--- config.mk ---
export PLATFORM = sky130hd
export DESIGN_NAME = time_unit_counter
export DESIGN_NICKNAME = d
export VERILOG_FILES = /design/src/rtl/clock_pkg.sv /design/src/rtl/unit_step.sv /design/src/rtl/time_unit_counter.sv
export SDC_FILE = /design/constraint.sdc
export NUM_CORES = 1
export LEC_CHECK = 0
export ABC_AREA = 1
export ABC_CLOCK_PERIOD_IN_PS = 1400
export CAP_MARGIN = 30
export CORE_ASPECT_RATIO = 0.75
export CORE_MARGIN = 4
export CORE_UTILIZATION = 35
export CTS_BUF_LIST = sky130_fd_sc_hd__clkbuf_2
export DETAILED_ROUTE_END_ITERATION = 10
export DONT_BUFFER_PORTS = 1
export HOLD_SLACK_MARGIN = 0.03
export PLACE_DENSITY = 0.51
export SYNTH_ARGS = -nofsm -noshare
export SYNTH_HDL_FRONTEND = slang
export SYNTH_SLANG_ARGS = --single-unit
--- constraint.sdc ---
create_clock -name clk -period 1.4 [get_ports clk]
set_clock_uncertainty 0.1 [all_clocks]
set_input_delay 0.42 -clock clk [delete_from_list [all_inputs] [get_ports clk]]
set_output_delay 0.42 -clock clk [all_outputs]
set_load 0.05 [all_outputs]
--- src/rtl/clock_pkg.sv ---
// Shared range constants and step direction type for the time-unit counter chain.
package clock_pkg;

  localparam int unsigned SEC_MAX   = 59;
  localparam int unsigned MIN_MAX   = 59;
  localparam int unsigned HOUR_MAX  = 23;
  localparam int unsigned DAY_MIN   = 1;
  localparam int unsigned DAY_MAX   = 31;
  localparam int unsigned MONTH_MIN = 1;
  localparam int unsigned MONTH_MAX = 12;
  localparam int unsigned YEAR_MAX  = 99;

  typedef enum logic {
    DIR_DOWN = 1'b0,
    DIR_UP   = 1'b1
  } step_dir_e;

endpackage

--- src/rtl/unit_step.sv ---
// Combinational modulo step: next value and wrap flag for one up/down step.
module unit_step
  import clock_pkg::*;
#(
  parameter int unsigned WIDTH = 6
) (
  input  logic [WIDTH-1:0] value_i,
  input  step_dir_e        dir_i,
  input  logic [WIDTH-1:0] min_i,
  input  logic [WIDTH-1:0] eff_max_i,
  output logic [WIDTH-1:0] next_value_c,
  output logic             wrap_c
);

  localparam int unsigned XW = WIDTH + 1;

  logic [XW-1:0] val_x;
  logic [XW-1:0] inc_x;
  logic [XW-1:0] dec_x;

  assign val_x = XW'(value_i);
  assign inc_x = val_x + XW'(1);
  assign dec_x = val_x - XW'(1);

  // Non-wrapping paths never leave [min, eff_max], so truncation is lossless.
  always_comb begin
    next_value_c = value_i;
    wrap_c       = 1'b0;
    if (dir_i == DIR_UP) begin
      if (value_i == eff_max_i) begin
        next_value_c = min_i;
        wrap_c       = 1'b1;
      end else begin
        next_value_c = WIDTH'(inc_x);
      end
    end else begin
      if (value_i == min_i) begin
        next_value_c = eff_max_i;
        wrap_c       = 1'b1;
      end else begin
        next_value_c = WIDTH'(dec_x);
      end
    end
  end

endmodule

--- src/rtl/time_unit_counter.sv ---
// One chained clock unit: modulo counter with run/setup stepping, parallel load,
// runtime upper bound and registered one-cycle carry/borrow pulses.
module time_unit_counter
  import clock_pkg::*;
#(
  parameter int unsigned WIDTH           = 6,
  parameter int unsigned MIN_VAL         = 0,
  parameter int unsigned MAX_VAL         = 59,
  parameter bit          DYN_LIMIT       = 1'b0,
  parameter bit          SETUP_PROPAGATE = 1'b0
) (
  input  logic             clk,
  input  logic             rst,
  input  logic             run,
  input  logic             carry_in,
  input  logic             setup_sel,
  input  logic             setup_tick,
  input  logic             setup_up,
  input  logic             load,
  input  logic [WIDTH-1:0] load_value,
  input  logic [WIDTH-1:0] limit_max,
  output logic [WIDTH-1:0] value,
  output logic             carry_out,
  output logic             borrow_out
);

  localparam logic [WIDTH-1:0] MIN_V = WIDTH'(MIN_VAL);
  localparam logic [WIDTH-1:0] MAX_V = WIDTH'(MAX_VAL);

  logic [WIDTH-1:0] value_q, value_d;
  logic             carry_q, carry_d;
  logic             borrow_q, borrow_d;

  logic [WIDTH-1:0] eff_max;
  logic [WIDTH-1:0] load_sat;
  logic [WIDTH-1:0] step_next;
  logic             step_wrap;
  logic             step_en;
  step_dir_e        step_dir;
  logic             below_min_val;
  logic             below_min_load;
  logic             below_min_lim;

  // Lower-bound compares only exist when the range does not start at zero.
  generate
    if (MIN_VAL == 0) begin : g_min_zero
      assign below_min_val  = 1'b0;
      assign below_min_load = 1'b0;
      assign below_min_lim  = 1'b0;
    end else begin : g_min_pos
      assign below_min_val  = value_q < MIN_V;
      assign below_min_load = load_value < MIN_V;
      assign below_min_lim  = limit_max < MIN_V;
    end
  endgenerate

  always_comb begin
    eff_max = MAX_V;
    if (DYN_LIMIT) begin
      if (below_min_lim)          eff_max = MIN_V;
      else if (limit_max > MAX_V) eff_max = MAX_V;
      else                        eff_max = limit_max;
    end
  end

  always_comb begin
    load_sat = load_value;
    if (below_min_load)            load_sat = MIN_V;
    else if (load_value > eff_max) load_sat = eff_max;
  end

  assign step_dir = (run || setup_up) ? DIR_UP : DIR_DOWN;
  assign step_en  = run ? carry_in : (setup_tick && setup_sel);

  unit_step #(
    .WIDTH(WIDTH)
  ) u_step (
    .value_i      (value_q),
    .dir_i        (step_dir),
    .min_i        (MIN_V),
    .eff_max_i    (eff_max),
    .next_value_c (step_next),
    .wrap_c       (step_wrap)
  );

  // Priority: load, then out-of-range clamp, then the mode's step.
  always_comb begin
    value_d  = value_q;
    carry_d  = 1'b0;
    borrow_d = 1'b0;
    if (load) begin
      value_d = load_sat;
    end else if (value_q > eff_max) begin
      value_d = eff_max;
    end else if (below_min_val) begin
      value_d = MIN_V;
    end else if (step_en) begin
      value_d = step_next;
      if (run) begin
        carry_d = step_wrap;
      end else if (SETUP_PROPAGATE) begin
        carry_d  = step_wrap && (step_dir == DIR_UP);
        borrow_d = step_wrap && (step_dir == DIR_DOWN);
      end
    end
  end

  always_ff @(posedge clk or posedge rst) begin
    if (rst) begin
      value_q  <= MIN_V;
      carry_q  <= 1'b0;
      borrow_q <= 1'b0;
    end else begin
      value_q  <= value_d;
      carry_q  <= carry_d;
      borrow_q <= borrow_d;
    end
  end

  assign value      = value_q;
  assign carry_out  = carry_q;
  assign borrow_out = borrow_q;

endmodule
==> qor.csv <==
stage;metric;value;unit
status;status;complete, but fails checks;
status;failing checks;setup timing;
synthesis;yosys warns;0;
die;IO Pins;28;
drt;DR WL/cell;12.6;um
synthesis;Mapped Cells;116;
synthesis;post-synth cell types;19;
place;pre-CTS setup slack;-0.0235;ns
worst_setup_path;reg2reg setup slack;-0.09;ns
global_route;vias in the first global route;723;
sta;worst hold slack;0.217;ns
drt;routed via count;868;
die;Die Wd;60.6;um
worst_setup_path;Critical Path AT;0.99;ns
sta;RSZ-0062 raised after global routing;yes;
clock_tree;# clock sinks;7;
drt;Vias/cell;5.29;
worst_setup_path;reg2reg path depth;8;
worst_setup_path;WP data required;0.88;ns
global_route;antenna violations before repair;0;
final_layout;layout cells sized above 1;0.465;
sta;Period Utilization, post-route;1.08;
global_route;largest net degree at the start of global routing;9;
place;RD Place Congestion;0.892;
final_layout;Area Overhead vs Synth;53.9;%
worst_setup_path;crit end category;output pin;
clock_tree;CTS Root Cell;clkbuf_2;
synthesis;syn nets;139;
worst_hold_path;Hold Path Depth;2;
sta;Max Freq;663;MHz
worst_hold_path;HP Class;in2reg;
worst_setup_path;Crit Path Class;reg2out;
worst_setup_path;Worst Setup Start Kind;register;
synthesis;Synth Cell Area;727;um2
die;Cell Rows;13;
sta;# setup viols final;9;
global_route;first-pass GRT wire length;3220;um
die;die height;47.5;um
synthesis;Avg Inst Size Synth;6.27;um2
power_and_ir_drop;Peak VDD IR;0.752;mV
power_and_ir_drop;Power Dens Cells;1360;mW/mm2
worst_hold_path;Hold EP;carry_out;
place;# port buffers;0;
place;Cell Count Post-Placement;151;
drt;Detailed Route Iter0 Violations;46;
worst_setup_path;FF-to-FF Start;value[0];
drt;post-route ant nets;0;
final_layout;Total Nets Final;166;
worst_setup_path;CP Max Fanout;3;
place;detailed placer's ending HPWL;1610;um
final_layout;sequential cell area;188;um2
clock_tree;H-tree levels;1;
final_layout;diode count;0;
flow_run;max-cap violation count;0;
sta;minimum clock period;1.51;ns
worst_hold_path;HP Start;run;
clock_tree;Worst-path clk slew;0.07;ns
drt;total wire length;2070;um
synthesis;share of the yosys chip area belonging to registers;0.241;
final_layout;# fillers;182;
clock_tree;CTS tree;yes;
global_route;final global-route overflow total;0;
drt;drc violations;0;
synthesis;synthesis-stage register bit count;7;
clock_tree;clock buffer depth;2;
sta;Final Hold Fails;0;
die;core area;0.00185;mm2
final_layout;leading cell type in the layout, fill and taps excluded;nand2_1;
drt;first-pass detailed-route iteration total;4;
global_route;global routing's busiest layer;met2;
clock_tree;Clk Latency, worst-skew pair;0.23;ns
die;full die area;0.00288;mm2
clock_tree;Num CTS Buffers;3;
global_route;GRT met3 Usage;0.0485;
global_route;GRT Util Overall;0.153;
final_layout;Final Non-Filler Cells;164;
sta;Final WS setup;-0.109;ns
die;Initial Util;0.392;
power_and_ir_drop;P_leak;0.523;nW
worst_setup_path;reg2reg end;carry_out;
final_layout;area of the multi-input gates;581;um2
sta;fin. max-slew vios;0;
final_layout;most frequent cells in the layout;nand2_1 (27), buf_4 (15), nand3_1 (13), nor2_1 (12), inv_1 (8);
global_route;met2 usage;0.239;
global_route;M1 GR Usage;0.216;
## worst max-delay path, cell delays in order (launching register included)
cell,delay (ns)
dfrtp_4,0.49
buf_6,0.13
buf_8,0.14
## worst max path at each step
stage / start / to / slack, ns
CTS: value[0] / value[0] / -0.13
floorplan: value[0] / value[1] / -0.07
global placement: value[1] / value[0] / -0.02
detailed placement: value[1] / value[1] / -0.02
finish: value[0] / value[0] / -0.11
global route: value[0] / value[2] / -0.18
## stage by stage
| step | total power, mW | utilization | instance area, um2 | setup TNS [ns] |
|---|---|---|---|---|
| 4_1_cts | 1.41 | 0.553 | 1020 | -0.722 |
| 3_5_place_dp | 1.13 | 0.494 | 916 | -0.0635 |
| 6_report | 1.52 | 0.603 | 1120 | -0.639 |
| 3_3_place_gp | 1.12 | 0.494 | 916 | -0.0241 |
| 5_1_grt | 1.63 | 0.603 | 1120 | -1.32 |
| 2_1_floorplan | 0.908 | - | 798 | -0.216 |
## cells by family after synthesis
family                   share of synthesized area
flip-flops                                   0.241
AO/OA/AOI/OAI                               0.0619
other                                      0.00516
adder cells (fa/ha/maj)                     0.0516
AND/OR/NAND/NOR                              0.515
XOR/XNOR                                    0.0121
buffers and inverters                        0.114
## where the power goes
group          leakage (nW)  total [mW]  switching, mW  internal, mW
clock                0.0166       0.155         0.0788        0.0760
combinational         0.428        1.03          0.577         0.457
sequential           0.0784       0.331         0.0724         0.259
total                 0.523        1.52          0.728         0.792
## area by class of cell
cell class / instances / area share
multi-input combinational: 92 / 0.519
timing repair buffer: 25 / 0.215
sequential: 7 / 0.168
inverter: 14 / 0.0559
tap: 22 / 0.0246
clock buffer: 4 / 0.0179
## metal layers
layer | vias to the layer above | routed length, um
met2 | 33 | 998
met4 | 0 | 0
met1 | 404 | 930
li1 | 431 | -
met5 | - | 0
met3 | 0 | 145
## Yosys cell counts (all sizes together)
master / number / area share
buf: 3 / 0.041
conb: 1 / 0.0052
dfrtp: 7 / 0.24
ha: 3 / 0.052
inv: 14 / 0.072
nand2: 35 / 0.20
nand3: 18 / 0.12
nand4: 6 / 0.052
nor2: 20 / 0.13
o211ai: 2 / 0.021
o21ai: 6 / 0.041
xnor2: 1 / 0.012
## sequential cells by signal, summed over array words and instances (netlist names)
register,count
carry_out,1
value,6
## what timing repair did
item                                    4_1_cts  5_1_grt
gates resized for setup                      10       20
hold buffers                                  1        0
endpoints found under the hold margin         7        0
endpoints found under the setup margin       11       13
buffers inserted                              4        4
pin swaps                                     2       12
Note: power is estimated with default switching activity, not from simulation.
